[config.mk]
export PLATFORM = sky130hd
export DESIGN_NAME = clint_trap_ctrl
export DESIGN_NICKNAME = d
export VERILOG_FILES = /design/src/rtl/clint_trap_ctrl_pkg.sv /design/src/rtl/clint_mstatus_update.sv /design/src/rtl/clint_trap_ctrl.sv
export SDC_FILE = /design/constraint.sdc
export NUM_CORES = 1
export LEC_CHECK = 0
export ABC_CLOCK_PERIOD_IN_PS = 2600
export CORE_MARGIN = 2
export CORE_UTILIZATION = 35
export DETAILED_ROUTE_END_ITERATION = 6
export GPL_TIMING_DRIVEN = 0
export PLACE_DENSITY = 0.79
export REMOVE_ABC_BUFFERS = 1
export SYNTH_ARGS = -nofsm -noshare
export SYNTH_HDL_FRONTEND = slang
export SYNTH_HIERARCHICAL = 1
export SYNTH_SLANG_ARGS = --single-unit
[constraint.sdc]
create_clock -name clk -period 2.6 [get_ports clk]
set_clock_uncertainty 0.1 [all_clocks]
set_input_delay 0.52 -clock clk [delete_from_list [all_inputs] [get_ports clk]]
set_output_delay 0.52 -clock clk [all_outputs]
set_load 0.01 [all_outputs]
[src/rtl/clint_trap_ctrl_pkg.sv]
// Shared constants and types for the machine-mode trap sequencer.
// Optional build macro used by the sequencer: CLINT_VECTORED_EN.
package clint_trap_ctrl_pkg;

  localparam int unsigned CLINT_XLEN = 32;

  // CSR addresses
  localparam logic [11:0] CSR_MSTATUS  = 12'h300;
  localparam logic [11:0] CSR_MIE      = 12'h304;
  localparam logic [11:0] CSR_MTVEC    = 12'h305;
  localparam logic [11:0] CSR_MSCRATCH = 12'h340;
  localparam logic [11:0] CSR_MEPC     = 12'h341;
  localparam logic [11:0] CSR_MCAUSE   = 12'h342;

  // mstatus field positions
  localparam int unsigned MSTATUS_MIE_BIT  = 3;
  localparam int unsigned MSTATUS_MPIE_BIT = 7;
  localparam int unsigned MSTATUS_MPP_HI   = 12;
  localparam int unsigned MSTATUS_MPP_LO   = 11;

  localparam logic [1:0] PRIV_M              = 2'b11;
  localparam logic [1:0] MTVEC_MODE_VECTORED = 2'b01;

  // mcause codes
  localparam logic [31:0] MCAUSE_EXT_IRQ = 32'h8000_000B;
  localparam logic [31:0] MCAUSE_ECALL_M = 32'h0000_000B;

  typedef enum logic [2:0] {
    ST_IDLE,
    ST_T_MEPC,
    ST_T_MCAUSE,
    ST_T_MSTATUS,
    ST_R_MSTATUS,
    ST_REDIRECT
  } clint_state_e;

endpackage

[src/rtl/clint_mstatus_update.sv]
// Combinational mstatus next-value for trap entry (mret=0) and mret (mret=1).
module clint_mstatus_update
  import clint_trap_ctrl_pkg::*;
#(
  parameter int unsigned XLEN = CLINT_XLEN
) (
  input  logic [XLEN-1:0] mstatus,
  input  logic            mret,
  output logic [XLEN-1:0] mstatus_next_c
);

  // Stack or unstack MIE through MPIE; M is the only privilege level so MPP stays M
  always_comb begin
    mstatus_next_c = mstatus;
    if (mret) begin
      mstatus_next_c[MSTATUS_MIE_BIT]  = mstatus[MSTATUS_MPIE_BIT];
      mstatus_next_c[MSTATUS_MPIE_BIT] = 1'b1;
    end else begin
      mstatus_next_c[MSTATUS_MPIE_BIT] = mstatus[MSTATUS_MIE_BIT];
      mstatus_next_c[MSTATUS_MIE_BIT]  = 1'b0;
    end
    mstatus_next_c[MSTATUS_MPP_HI:MSTATUS_MPP_LO] = PRIV_M;
  end

endmodule

[src/rtl/clint_trap_ctrl.sv]
// Machine-mode trap/mret sequencer driving the CSR file's CLINT write port.
// Build macro CLINT_VECTORED_EN: vectored mtvec dispatch for interrupts.
module clint_trap_ctrl
  import clint_trap_ctrl_pkg::*;
#(
  parameter int unsigned XLEN = CLINT_XLEN
) (
  input  logic            clk,
  input  logic            rst,
  input  logic            ecall_id,
  input  logic            mret_id,
  input  logic            ext_irq,
  input  logic [XLEN-1:0] pc_id,
  input  logic            csr_we_ex,
  input  logic [XLEN-1:0] clint_csr_mstatus,
  input  logic [XLEN-1:0] clint_csr_mepc,
  input  logic [XLEN-1:0] clint_csr_mtvec,
  input  logic            interrupt_enable,
  output logic            we_clint,
  output logic [11:0]     wa_clint,
  output logic [XLEN-1:0] wd_clint,
  output logic            stall,
  output logic            flush,
  output logic            redirect_valid,
  output logic [XLEN-1:0] redirect_pc
);

  localparam logic [XLEN-1:0] ALIGN_MASK = {{(XLEN-2){1'b1}}, 2'b00};

  clint_state_e    state, state_next;
  logic [XLEN-1:0] epc, cause;
  logic            kind_mret;

  logic            cap_en;
  logic [XLEN-1:0] cap_cause;
  logic            cap_mret;
  logic [XLEN-1:0] mstatus_next;
  logic [XLEN-1:0] mtvec_base;
  logic [XLEN-1:0] trap_target;

  clint_mstatus_update #(.XLEN(XLEN)) u_mstatus_update (
    .mstatus        (clint_csr_mstatus),
    .mret           (kind_mret),
    .mstatus_next_c (mstatus_next)
  );

  // State register and event capture
  always_ff @(posedge clk or posedge rst) begin
    if (rst) begin
      state     <= ST_IDLE;
      epc       <= '0;
      cause     <= '0;
      kind_mret <= 1'b0;
    end else begin
      state <= state_next;
      if (cap_en) begin
        epc       <= pc_id;
        cause     <= cap_cause;
        kind_mret <= cap_mret;
      end
    end
  end

  // Trap target from live mtvec, optionally vectored for interrupts
  always_comb begin
    mtvec_base  = clint_csr_mtvec & ALIGN_MASK;
    trap_target = mtvec_base;
`ifdef CLINT_VECTORED_EN
    if (cause[XLEN-1] && (clint_csr_mtvec[1:0] == MTVEC_MODE_VECTORED)) begin
      trap_target = mtvec_base + XLEN'({cause[XLEN-2:0], 2'b00});
    end
`endif
  end

  // Next state and outputs; a write state stalls in place while EX owns the port
  always_comb begin
    state_next     = state;
    we_clint       = 1'b0;
    wa_clint       = 12'h000;
    wd_clint       = '0;
    stall          = 1'b0;
    flush          = 1'b0;
    redirect_valid = 1'b0;
    redirect_pc    = '0;
    cap_en         = 1'b0;
    cap_cause      = '0;
    cap_mret       = 1'b0;

    case (state)
      ST_IDLE: begin
        if (!rst) begin
          if (ext_irq && interrupt_enable) begin
            cap_en     = 1'b1;
            cap_cause  = XLEN'(MCAUSE_EXT_IRQ);
            stall      = 1'b1;
            state_next = ST_T_MEPC;
          end else if (ecall_id) begin
            cap_en     = 1'b1;
            cap_cause  = XLEN'(MCAUSE_ECALL_M);
            stall      = 1'b1;
            state_next = ST_T_MEPC;
          end else if (mret_id) begin
            cap_en     = 1'b1;
            cap_mret   = 1'b1;
            stall      = 1'b1;
            state_next = ST_R_MSTATUS;
          end
        end
      end

      ST_T_MEPC: begin
        stall = 1'b1;
        if (!csr_we_ex) begin
          we_clint   = 1'b1;
          wa_clint   = CSR_MEPC;
          wd_clint   = epc & ALIGN_MASK;
          state_next = ST_T_MCAUSE;
        end
      end

      ST_T_MCAUSE: begin
        stall = 1'b1;
        if (!csr_we_ex) begin
          we_clint   = 1'b1;
          wa_clint   = CSR_MCAUSE;
          wd_clint   = cause;
          state_next = ST_T_MSTATUS;
        end
      end

      ST_T_MSTATUS, ST_R_MSTATUS: begin
        stall = 1'b1;
        if (!csr_we_ex) begin
          we_clint   = 1'b1;
          wa_clint   = CSR_MSTATUS;
          wd_clint   = mstatus_next;
          state_next = ST_REDIRECT;
        end
      end

      ST_REDIRECT: begin
        stall          = 1'b1;
        flush          = 1'b1;
        redirect_valid = 1'b1;
        redirect_pc    = kind_mret ? (clint_csr_mepc & ALIGN_MASK) : trap_target;
        state_next     = ST_IDLE;
      end

      default: state_next = ST_IDLE;
    endcase
  end

endmodule

### Word level (Yosys, flattened, before mapping)

Cells that the tools add are included.

* output and inout port bits: 80
* flip-flop bits (word level): 68
* logic and storage cells: 57
* input port bits: 135

* muxes and demuxes: 37
* reductions and logical operators: 6
* equal/unequal tests: 10

Operators by type and width (count)
* 32-bit 2-to-1 mux: 8
* 32-bit case mux with 3 select lines: 1
* 10-bit 2-to-1 mux: 3
* 10-bit case mux with 3 select lines: 1
* 3-bit 2-to-1 mux: 7
* 1-bit 2-to-1 mux: 14
* 3-bit case mux with 4 select lines: 1
* 2-bit inequality test (second input constant): 4
* 3-bit by 2-bit equality test with 1-bit output (second input constant): 2
* 3-bit equality test (second input constant): 2
* 5-bit AND reduction: 1
* 5-bit OR reduction: 1
* 4-bit 2-to-1 mux: 1
* 4-bit inequality test (second input constant): 1
* 4-bit OR reduction: 1
* 3-bit by 1-bit equality test with 1-bit output (second input constant): 1
* 3-bit zero test: 1
* 1-bit case mux with 2 select lines: 1
* 2-bit OR reduction: 1
* 1-bit logical AND: 1

### Logic depth before layout (Yosys ltp)

* word-level depth: 5
* gate-level depth with buffers: 7
* depth with buffers taken out: 6

### Modules after synthesis

The synthesis kept the hierarchy.

Modules (own cells, without submodules)
* clint_trap_ctrl: seq. area each 900.9 µm², cells each 251, area each 2601.2 µm², instances 1
* clint_mstatus_update: seq. area each 0.0 µm², cells each 33, area each 242.7 µm², instances 1

### Least setup slack after synthesis

No wires, ideal clock.

* path type: input-to-output
* start point: in csr_we_ex
* end point: out wd_clint[31]
* path buffers: 1
* arrival time: 1.525 ns
* stages on the path: 4
* path slack: 0.455 ns
* cells stage by stage: buf_2 nor4_1 a222oi_1 inv_1

* longest elaborated chain between the ends: 2

RTL lines
* from (decl): line clint_trap_ctrl.sv:14 `input logic csr_we_ex,`
* 32-bit 2-to-1 mux (on tied branches): line clint_trap_ctrl.sv:133, clint_trap_ctrl.sv:113, clint_trap_ctrl.sv:123
* 32-bit case mux with 3 select lines (*): line clint_trap_ctrl.sv:89 `case (state)`
* to (decl): line clint_trap_ctrl.sv:21 `output logic [XLEN-1:0] wd_clint,`

Mark *: on every way between the ends. The rest lies on a longest branch, timed or not.

### Worst setup path after layout

* start point: reg state[1]
* end point: out wd_clint[19]

* longest elaborated chain between the ends: 3

RTL lines
* from (decl): line clint_trap_ctrl.sv:30 `clint_state_e state, state_next;`
* from (signal assigned): line clint_trap_ctrl.sv:55 `state <= state_next;`
* 3-bit by 2-bit equality test with 1-bit output or 3-bit equality test (tied branches): line clint_trap_ctrl.sv:89
* 2-bit OR reduction: line clint_trap_ctrl.sv:89
* 32-bit case mux with 3 select lines (*): line clint_trap_ctrl.sv:89

Marks and branches as above.

==> run metrics <==
clock buffer count from CTS 5; f_max 386 MHz; fin nets 608; GP Congestion 0.795; TritonCTS Sinks 36; Final TNS setup 0 ns; post-route non-filler standard cell count 574; final hold vios 0; number of global-route vias before repair 2924; worst hold path depth 1; met2 usage 39.3%; busiest grt layer met2; DIE AREA 8860 sq um; LEAKAGE 2.84 nW; mean post-synth cell area 10.0 sq um; Initial Utilization 36.4%; # setup viols final 0; status finished clean; global-route wire length before repair 15500 microns; IO buf count 197; Ports 215; EDFF count, synth 0; Cells after Synth 284; Primary FF master, synth dfrtp_1; Max VDD drop 0.000522 V; layout cells sized above 1 26.1%; Design Power 3.92 mW; HPWL after DPL 6740 microns; hold_buf cts 0; max incr delay on CP 0.44 ns; Max Slew Vio Count 0; drt pass-1 iters 4; HP Class register to register; clk slew on worst S/H paths 0.07 ns; GRT overflow 0; instance count on the critical path 7; antenna-violating nets left 0; CTS tree done; crit path max-delay cell type dfrtp_2; die height 94.1 microns; CP dominant cell by count buf_6; relative slew slack 50.3%; CTS root buf clkbuf_8; core area 7810 sq um; largest net degree at the start of global routing 34; crit path capture type output port; CP cell instances or3b_4, a21oi_4, buf_12, buf_6, buf_6, a22o_1, buf_2; initial DRC count 74; Yosys warning count 6; Die Wd 94.1 microns; Worst Reg-to-Reg Cells 5; met3 GRT Util 4.49%; Tightest Pin Transition 0.744 ns; H-tree Lvls 2; Final period util 99.6%; power per cell area 777 nW/um^2; Yosys cell types 38; CP Max Fanout 4; vias 2803; WL/cell 18.2 microns; Top delay family on crit path flip-flops; Via density 4.88; Worst EP arrival 1.97 ns; # rows 32; buffers and inverters on the worst path 4; placed cells 531; Max Cap Viol 0; GRT Util Overall 22.8%; drt drc 0; fraction of registers with async set/reset 100%; Worst EP required 1.98 ns; startpoint type of the worst setup path register; GR Util met1 28.9%; register area share after synthesis 31.7%; Total Routed Length 10400 microns; synthesized area 2840 sq um; Clk Latency, worst-skew pair 0.28 ns; initial antenna violation count 0; RSZ-0062 raised after global routing yes; Yosys reg bits 36; Antenna Diode Count 0; Period minus WS final 2.59 ns; clk buf depth 2; Area Growth Syn to Fin 77.5%; Crit Path Class register to output port
[state kept, by name, summed over array words and instances (netlist names)]
register,count
kind_mret,1
cause,2
epc,30
state,3
[logic make-up (layout without fill, tap and decap cells)]
logic type,count (synthesis),in the layout,synth area share (%)
multiplexers,61,61,26.6
AO/OA/AOI/OAI,49,50,13.5
flip-flops,36,36,31.7
buffers and inverters,72,247,17.0
other,2,11,0.264
XOR/XNOR,1,1,0.308
adder cells (fa/ha/maj),2,2,0.880
AND/OR/NAND/NOR,61,64,9.77
[layer usage]
metal | vias up | routed length, microns
li1 | 1318 | -
met2 | 109 | 5200
met3 | 15 | 555
met4 | 0 | 172
met5 | - | 0
met1 | 1361 | 4500
[cell type report]
class                      instances  area [sq um]
clock buffer                       6          82.6
clock inverter                     2          10.0
fill                             648          2760
inverter                          10          37.5
multi-input combinational        189          1610
sequential                        36           908
tap                              102           128
timing repair buffer             229          2270
[path summary, 6_finish.rpt]
| kind | from | to | slack, ns |
|---|---|---|---|
| setup / recovery | state[1] | wd_clint[19] | 0.01 |
| hold / removal | cause[3] | cause[3] | 0.40 |
| setup reg to reg | state[0] | epc[5] | 0.21 |
| hold reg to reg | cause[3] | cause[3] | 0.40 |
| max in group asynchronous | rst | state[0] | 1.16 |
| min in group asynchronous | rst | epc[10] | 0.69 |
[worst reg2reg max path: stages, from the launching register on]
cell and delay, ns:
dfrtp_2 0.45, buf_6 0.13, buf_4 0.14, or3_4 0.42
nor2b_4 0.62, mux2_2 0.42
[cell usage in the layout, fill, tap and decap left out, types with 2 or more instances in the layout]
cell / netlist / layout
nand2_1: 12 / 11
o21ai_0: 4 / 4
nand3_1: 3 / 3
inv_1: 10 / 10
a21oi_1: 7 / 5
a21oi_4: 1 / 4
dlygate4sd2_1: 0 / 3
dfrtp_2: 0 / 3
buf_4: 44 / 15
conb_1: 2 / 11
mux2i_1: 31 / 31
and3_4: 0 / 2
nor2_1: 35 / 35
clkbuf_8: 0 / 6
buf_12: 0 / 2
buf_6: 1 / 12
clkbuf_2: 0 / 12
clkinv_2: 0 / 2
dfrtp_1: 36 / 32
dlymetal6s2s_1: 0 / 34
clkdlybuf4s50_1: 0 / 126
o22ai_1: 3 / 3
ha_1: 2 / 2
a22o_1: 28 / 28
buf_16: 0 / 3
mux2_4: 29 / 29
nor2b_4: 1 / 3
nor3_1: 2 / 2
buf_2: 5 / 20
[repair_timing]
item                       in CTS  in global routing
setup buffers                  30                  3
setup endpoints to repair     102                 68
gates resized for setup       137                 60
pin swaps                      11                 10
cloned                          5                  0
[cell usage after synthesis (all sizes together) (3+ instances only)]
cell | instances | area [sq um]
nor2 | 35 | 131
inv | 10 | 37.5
dfrtp | 36 | 901
a22o | 28 | 245
buf | 55 | 419
o22ai | 3 | 18.8
nand3 | 3 | 15.0
o21ai | 4 | 20.0
clkbuf | 7 | 26.3
nand2 | 12 | 45.0
a21oi | 8 | 51.3
mux2 | 30 | 447
mux2i | 31 | 310
[power breakdown]
part | switching [mW] | total [mW] | internal, mW | leakage [nW]
Clock | 0.192 | 0.403 | 0.211 | 0.0510
Combinational | 0.993 | 2.41 | 1.41 | 2.37
Sequential | 0.264 | 1.11 | 0.849 | 0.422
Total | 1.45 | 3.92 | 2.47 | 2.84
[stage by stage]
step / util (%) / worst slack [ns] / hold WS (ns) / area, sq um
2_1_floorplan: - / 0.207 / 0.350 / 2430
3_3_place_gp: 58.0 / -1.19 / 0.390 / 4530
3_5_place_dp: 58.4 / -1.26 / 0.395 / 4560
4_1_cts: 64.3 / -0.0142 / 0.416 / 5020
5_1_grt: 64.7 / -0.0575 / 0.434 / 5050
6_report: 64.7 / 0.0102 / 0.399 / 5050
Power figures use the tool's default switching activity.
